### config.mk
export PLATFORM = sky130hd
export DESIGN_NAME = mult_share_sched
export DESIGN_NICKNAME = d
export VERILOG_FILES = /design/src/rtl/mult_share_pkg.sv /design/src/rtl/rr_pick.sv /design/src/rtl/mult_share_sched.sv
export SDC_FILE = /design/constraint.sdc
export NUM_CORES = 1
export LEC_CHECK = 0
export ABC_AREA = 1
export CAP_MARGIN = 20
export CORE_MARGIN = 4
export CORE_UTILIZATION = 39
export CTS_CLUSTER_DIAMETER = 100
export DETAILED_ROUTE_END_ITERATION = 10
export GPL_TIMING_DRIVEN = 0
export HOLD_SLACK_MARGIN = 0.03
export PLACE_DENSITY_LB_ADDON = 0.1
export SYNTH_ARGS = -nofsm -noshare
export SYNTH_HDL_FRONTEND = slang
export SYNTH_HIERARCHICAL = 1
export SYNTH_SLANG_ARGS = --single-unit
### constraint.sdc
create_clock -name clk -period 2.3 [get_ports clk]
set_input_delay 0.46 -clock clk [delete_from_list [all_inputs] [get_ports clk]]
set_output_delay 0.46 -clock clk [all_outputs]
set_load 0.02 [all_outputs]
### src/rtl/mult_share_pkg.sv
// Shared types and constants for the multiplier time-sharing scheduler.
package mult_share_pkg;

  typedef enum logic [1:0] {
    IDLE,
    SETTLE,
    RESP
  } state_t;

  localparam int CNT_W = 4;

  // A single requester still needs a 1-bit id.
  function automatic int id_width(input int n);
    return (n <= 1) ? 1 : $clog2(n);
  endfunction

endpackage

### src/rtl/rr_pick.sv
// Combinational round-robin picker: first set request at or above i_ptr, wrapping.
module rr_pick
  import mult_share_pkg::*;
#(
  parameter int NREQ = 4,
  parameter int ID_W = id_width(NREQ)
) (
  input  logic [NREQ-1:0] i_req,
  input  logic [ID_W-1:0] i_ptr,
  output logic            o_any,
  output logic [ID_W-1:0] o_grant
);

  // Scan from farthest to nearest so the closest candidate to i_ptr wins.
  always_comb begin
    o_any   = |i_req;
    o_grant = '0;
    for (int k = NREQ - 1; k >= 0; k--) begin
      if (i_req[(int'(i_ptr) + k) % NREQ]) begin
        o_grant = ID_W'((int'(i_ptr) + k) % NREQ);
      end
    end
  end

endmodule

### src/rtl/mult_share_sched.sv
// Time-shares one external combinational multiplier among NREQ requesters with
// round-robin arbitration, a settle window and a registered, id-tagged response.
module mult_share_sched
  import mult_share_pkg::*;
#(
  parameter int WIDTH         = 8,
  parameter int NREQ          = 4,
  parameter int SETTLE_CYCLES = 2,
  parameter int ID_W          = id_width(NREQ)
) (
  input  logic                  clk,
  input  logic                  rst,
  input  logic [NREQ-1:0]       req_valid,
  output logic [NREQ-1:0]       req_ready,
  input  logic [NREQ*WIDTH-1:0] req_a,
  input  logic [NREQ*WIDTH-1:0] req_b,
  output logic [WIDTH-1:0]      mul_a,
  output logic [WIDTH-1:0]      mul_b,
  input  logic [2*WIDTH-1:0]    mul_p,
  output logic                  rsp_valid,
  input  logic                  rsp_ready,
  output logic [2*WIDTH-1:0]    rsp_p,
  output logic [ID_W-1:0]       rsp_id,
  output logic                  busy
);

  if (SETTLE_CYCLES < 1 || SETTLE_CYCLES > 15) begin : g_bad_settle
    $error("mult_share_sched: SETTLE_CYCLES must be in 1..15");
  end
  if (NREQ < 1 || NREQ > 16) begin : g_bad_nreq
    $error("mult_share_sched: NREQ must be in 1..16");
  end

  state_t             r_state;
  logic [CNT_W-1:0]   r_cnt;
  logic [ID_W-1:0]    r_rr_ptr;
  logic [WIDTH-1:0]   r_op_a;
  logic [WIDTH-1:0]   r_op_b;
  logic               r_rsp_valid;
  logic [2*WIDTH-1:0] r_rsp_p;
  logic [ID_W-1:0]    r_rsp_id;

  logic               w_any;
  logic [ID_W-1:0]    w_grant;

  rr_pick #(
    .NREQ (NREQ),
    .ID_W (ID_W)
  ) u_rr_pick (
    .i_req   (req_valid),
    .i_ptr   (r_rr_ptr),
    .o_any   (w_any),
    .o_grant (w_grant)
  );

  // Gated by rst so no accept pulse is advertised while reset is held.
  always_comb begin
    req_ready = '0;
    if (!rst && r_state == IDLE && w_any) begin
      for (int i = 0; i < NREQ; i++) begin
        if (ID_W'(i) == w_grant) req_ready[i] = 1'b1;
      end
    end
  end

  always_ff @(posedge clk) begin
    if (rst) begin
      r_state     <= IDLE;
      r_cnt       <= '0;
      r_rr_ptr    <= '0;
      r_op_a      <= '0;
      r_op_b      <= '0;
      r_rsp_valid <= 1'b0;
      r_rsp_p     <= '0;
      r_rsp_id    <= '0;
    end else begin
      case (r_state)
        IDLE: begin
          if (w_any) begin
            r_op_a   <= req_a[int'(w_grant)*WIDTH +: WIDTH];
            r_op_b   <= req_b[int'(w_grant)*WIDTH +: WIDTH];
            r_rsp_id <= w_grant;
            r_rr_ptr <= (w_grant == ID_W'(NREQ - 1)) ? '0 : w_grant + 1'b1;
            r_cnt    <= CNT_W'(SETTLE_CYCLES - 1);
            r_state  <= SETTLE;
          end
        end
        SETTLE: begin
          if (r_cnt == '0) begin
            r_rsp_p     <= mul_p;
            r_rsp_valid <= 1'b1;
            r_state     <= RESP;
          end else begin
            r_cnt <= r_cnt - 1'b1;
          end
        end
        RESP: begin
          if (rsp_ready) begin
            r_rsp_valid <= 1'b0;
            r_state     <= IDLE;
          end
        end
        default: r_state <= IDLE;
      endcase
    end
  end

  assign mul_a     = r_op_a;
  assign mul_b     = r_op_b;
  assign rsp_valid = r_rsp_valid;
  assign rsp_p     = r_rsp_p;
  assign rsp_id    = r_rsp_id;
  assign busy      = (r_state != IDLE);

endmodule
==> qor.txt <==
hold-fix buffers at CTS: 0
Syn Nets: 446
drt wl/cell: 14.40 um
Seq cells post-synth: 43
Top Ports: 127
arrival time worst endpoint: 1.98 ns
r2r startpoint: r_rr_ptr[0]
final setup margin: -0.1438 ns
commonest non-fill, non-tap cell in the layout: clkdlybuf4s50_1
fin nets: 595
first-pass GRT wire length: 13060 um
Die Ht: 85.04 um
Hold Path End: r_state[1]
fin cells: 576
CP Class: input port to output port
Total Power: 4.798 mW
Initial Utilization: 41.03%
crit path cell chain: dlygate4sd2_1, inv_2, nand2_1, nand3_2, nand2_1, nand2_2, nand2_2, nand2_2, nand2_2, inv_4, inv_4, buf_8, ha_4, inv_1, nor2_1, buf_4
row cnt: 27
via count of the first global-routing pass: 2924
Synth area leaders: dfxtp_1, nand2_1, nor2_1
Slew Limit Headroom: 77.15%
register area share after synthesis: 37.19%
RSZ-0062 raised after global routing: yes
max frequency: 409.2 MHz
total core area: 5642 um2
Netlist cell types: 27
die width: 85.04 um
most frequent cells in the layout: clkdlybuf4s50_1, nand2_1, nor2_1, dfxtp_1, o21ai_0
top-area cell type share of the netlist area: 37.19%
initial antenna violation count: 0
H-Tree Level Count: 2
routed vias/inst: 4.984
Static Leak: 1.809 nW
largest net degree at the start of global routing: 15
Worst Max-Slew Pin Slew: 0.3399 ns
grt total ovfl: 0
CP max stage cell: dlygate4sd2_1
hold depth: 2
# setup viols final: 4
pwr dens: 1177 nW/um2
clk buf depth: 2
post-route ant nets: 0
CTS tree: built
status: complete, but fails checks
number of enable flip-flop cells after synthesis: 0
Clock transition at path regs: 0.08 ns
crit share post-route: 106.3%
register share of total power: 22.8%
Sink Count: 43
switching share of power: 43.65%
drt pass-1 iters: 4
internal power: 2.703 mW
cells on worst reg2reg path: 17
GRT Util Overall: 22.04%
Worst Hold Class: input port to flip-flop
cell taking the most area after synthesis: dfxtp_1
minimum clock period: 2.444 ns
Placed Cells: 551
worst skew pair latency: 0.30 ns
Post-synth ARST share: 0%
failing checks: setup timing
pins over their slew limit: 0
combinational power share: 62.5%
VDD IR max: 708.6 uV
vias: 2871
routability cong.: 0.7848
hold wc startpoint: rst
final hold vios: 0
TritonCTS buffer count: 5
Mapped Area: 2315 um2
share of layout cells above drive strength 1: 20.04%
FF-to-FF End: mul_a[6]
Remaining DRCs: 0
clock skew: 0.007497 ns
Clk pwr share: 14.7%
max incr delay on CP: 0.25 ns
cell mode on critical path: nand2_2
required time worst endpoint: 1.84 ns
Area Growth Syn to Fin: 76.16%
Final Util: 72.28%
synthesized area per cell: 6.539 um2
Port-buffer cells: 125
r2r setup slk: 0.10 ns
clock root buffer: clkbuf_8
final WL: 8297 um
CP startpoint kind: input port
Die Area: 7232 um2
Fillers: 457
antenna fix cells: 0
DRT iter0 DRCs: 94
Crit Path Max Fanout: 5
Main synth FF type: dfxtp_1
yosys warns: 6
switching pwr: 2.094 mW
post-synthesis cell count: 354
Max-Cap Viols: 0
Detailed Place HPWL: 5852 um
crit end category: output port
==> metrics by stage <==
stage	hold WS, ns	setup slack [ns]	setup TNS, ns	cell area [um2]
finish	0.3619	-0.1438	-0.4680	4078
global route	0.3610	-0.2266	-0.9238	4078
detailed placement	0.4403	-1.253	-8.638	3656
global placement	0.4381	-1.206	-7.576	3656
CTS	0.3565	-0.06223	-0.2028	3971
floorplan	0.4646	0.006964	0	2315
==> power by group through the flow <==
stage          logic, mW  clock network (mW)  registers, mW
2_1_floorplan       1.33                   0           1.28
3_3_place_gp        2.39                   0           1.07
3_5_place_dp        2.44                   0           1.08
4_1_cts             2.80               0.718           1.08
5_1_grt             3.28               0.751           1.12
6_report            3.00               0.707           1.09
==> how the worst max path moves through the flow <==
stage / from / endpoint / slack [ns] / cells past startpoint
after floorplan: req_valid[2] / req_ready[1] / 0.007 / 13
after global placement: req_valid[3] / req_ready[1] / -1.21 / 15
after detailed placement: req_valid[3] / req_ready[0] / -1.25 / 14
after CTS: r_rr_ptr[0] / req_ready[2] / -0.06 / 16
after global routing: req_valid[1] / req_ready[0] / -0.23 / 16
final: req_valid[1] / req_ready[0] / -0.14 / 16
==> synthesized netlist by cell type, types with 2 or more instances <==
| cell type | n |
|---|---|
| nor2_1 | 59 |
| a21oi_1 | 5 |
| dfxtp_1 | 43 |
| o22ai_1 | 10 |
| nand2_1 | 101 |
| buf_6 | 4 |
| o21ai_0 | 38 |
| nor2_2 | 3 |
| a21oi_2 | 2 |
| nand3_1 | 31 |
| o21ai_1 | 2 |
| buf_2 | 9 |
| inv_1 | 21 |
| nand2_2 | 5 |
| inv_2 | 5 |
| ha_1 | 5 |
==> registers in the layout, summed over array words and instances (netlist names) <==
name / flops
mul_a: 8
rsp_id: 2
r_state: 2
rsp_valid: 1
r_rr_ptr: 2
mul_b: 8
rsp_p: 16
r_cnt: 4
==> cells by family after synthesis <==
family / Yosys count / share of synthesized area (%)
fa+ha+maj: 5 / 2.703
buf+inv: 42 / 8.865
flops: 43 / 37.19
simple gates: 205 / 37.35
compound gates: 59 / 13.89
==> timing repair <==
| item | in CTS | in global routing |
|---|---|---|
| endpoints found under the setup margin | 5 | 5 |
| buffers inserted | 13 | 5 |
| gates resized for setup | 66 | 25 |
| pin swaps | 11 | 11 |
==> cell type report <==
type	instances	area, um2	share of cell area, %
buffer	14	103.9	2.547
clock buffer	5	68.82	1.688
clock inverter	3	67.56	1.657
inverter	27	126.4	3.099
multi-input combinational	269	1376	33.75
sequential	43	868.3	21.29
tap	72	90.09	2.209
timing repair buffer	143	1376	33.75
==> per-layer routing <==
metal / routed length, um / track usage (%)
met5: 0 / 0
met4: 201 / 6.906
met3: 632 / 7.087
met2: 4222 / 40.04
met1: 3241 / 24.14
==> critical path: cells and delay by family <==
family | cells | cell delay (ns)
and+or+nand+nor | 8 | 0.58
adders and majority gates | 1 | 0.14
buffers and inverters | 7 | 0.79
Power figures use the tool's default switching activity.
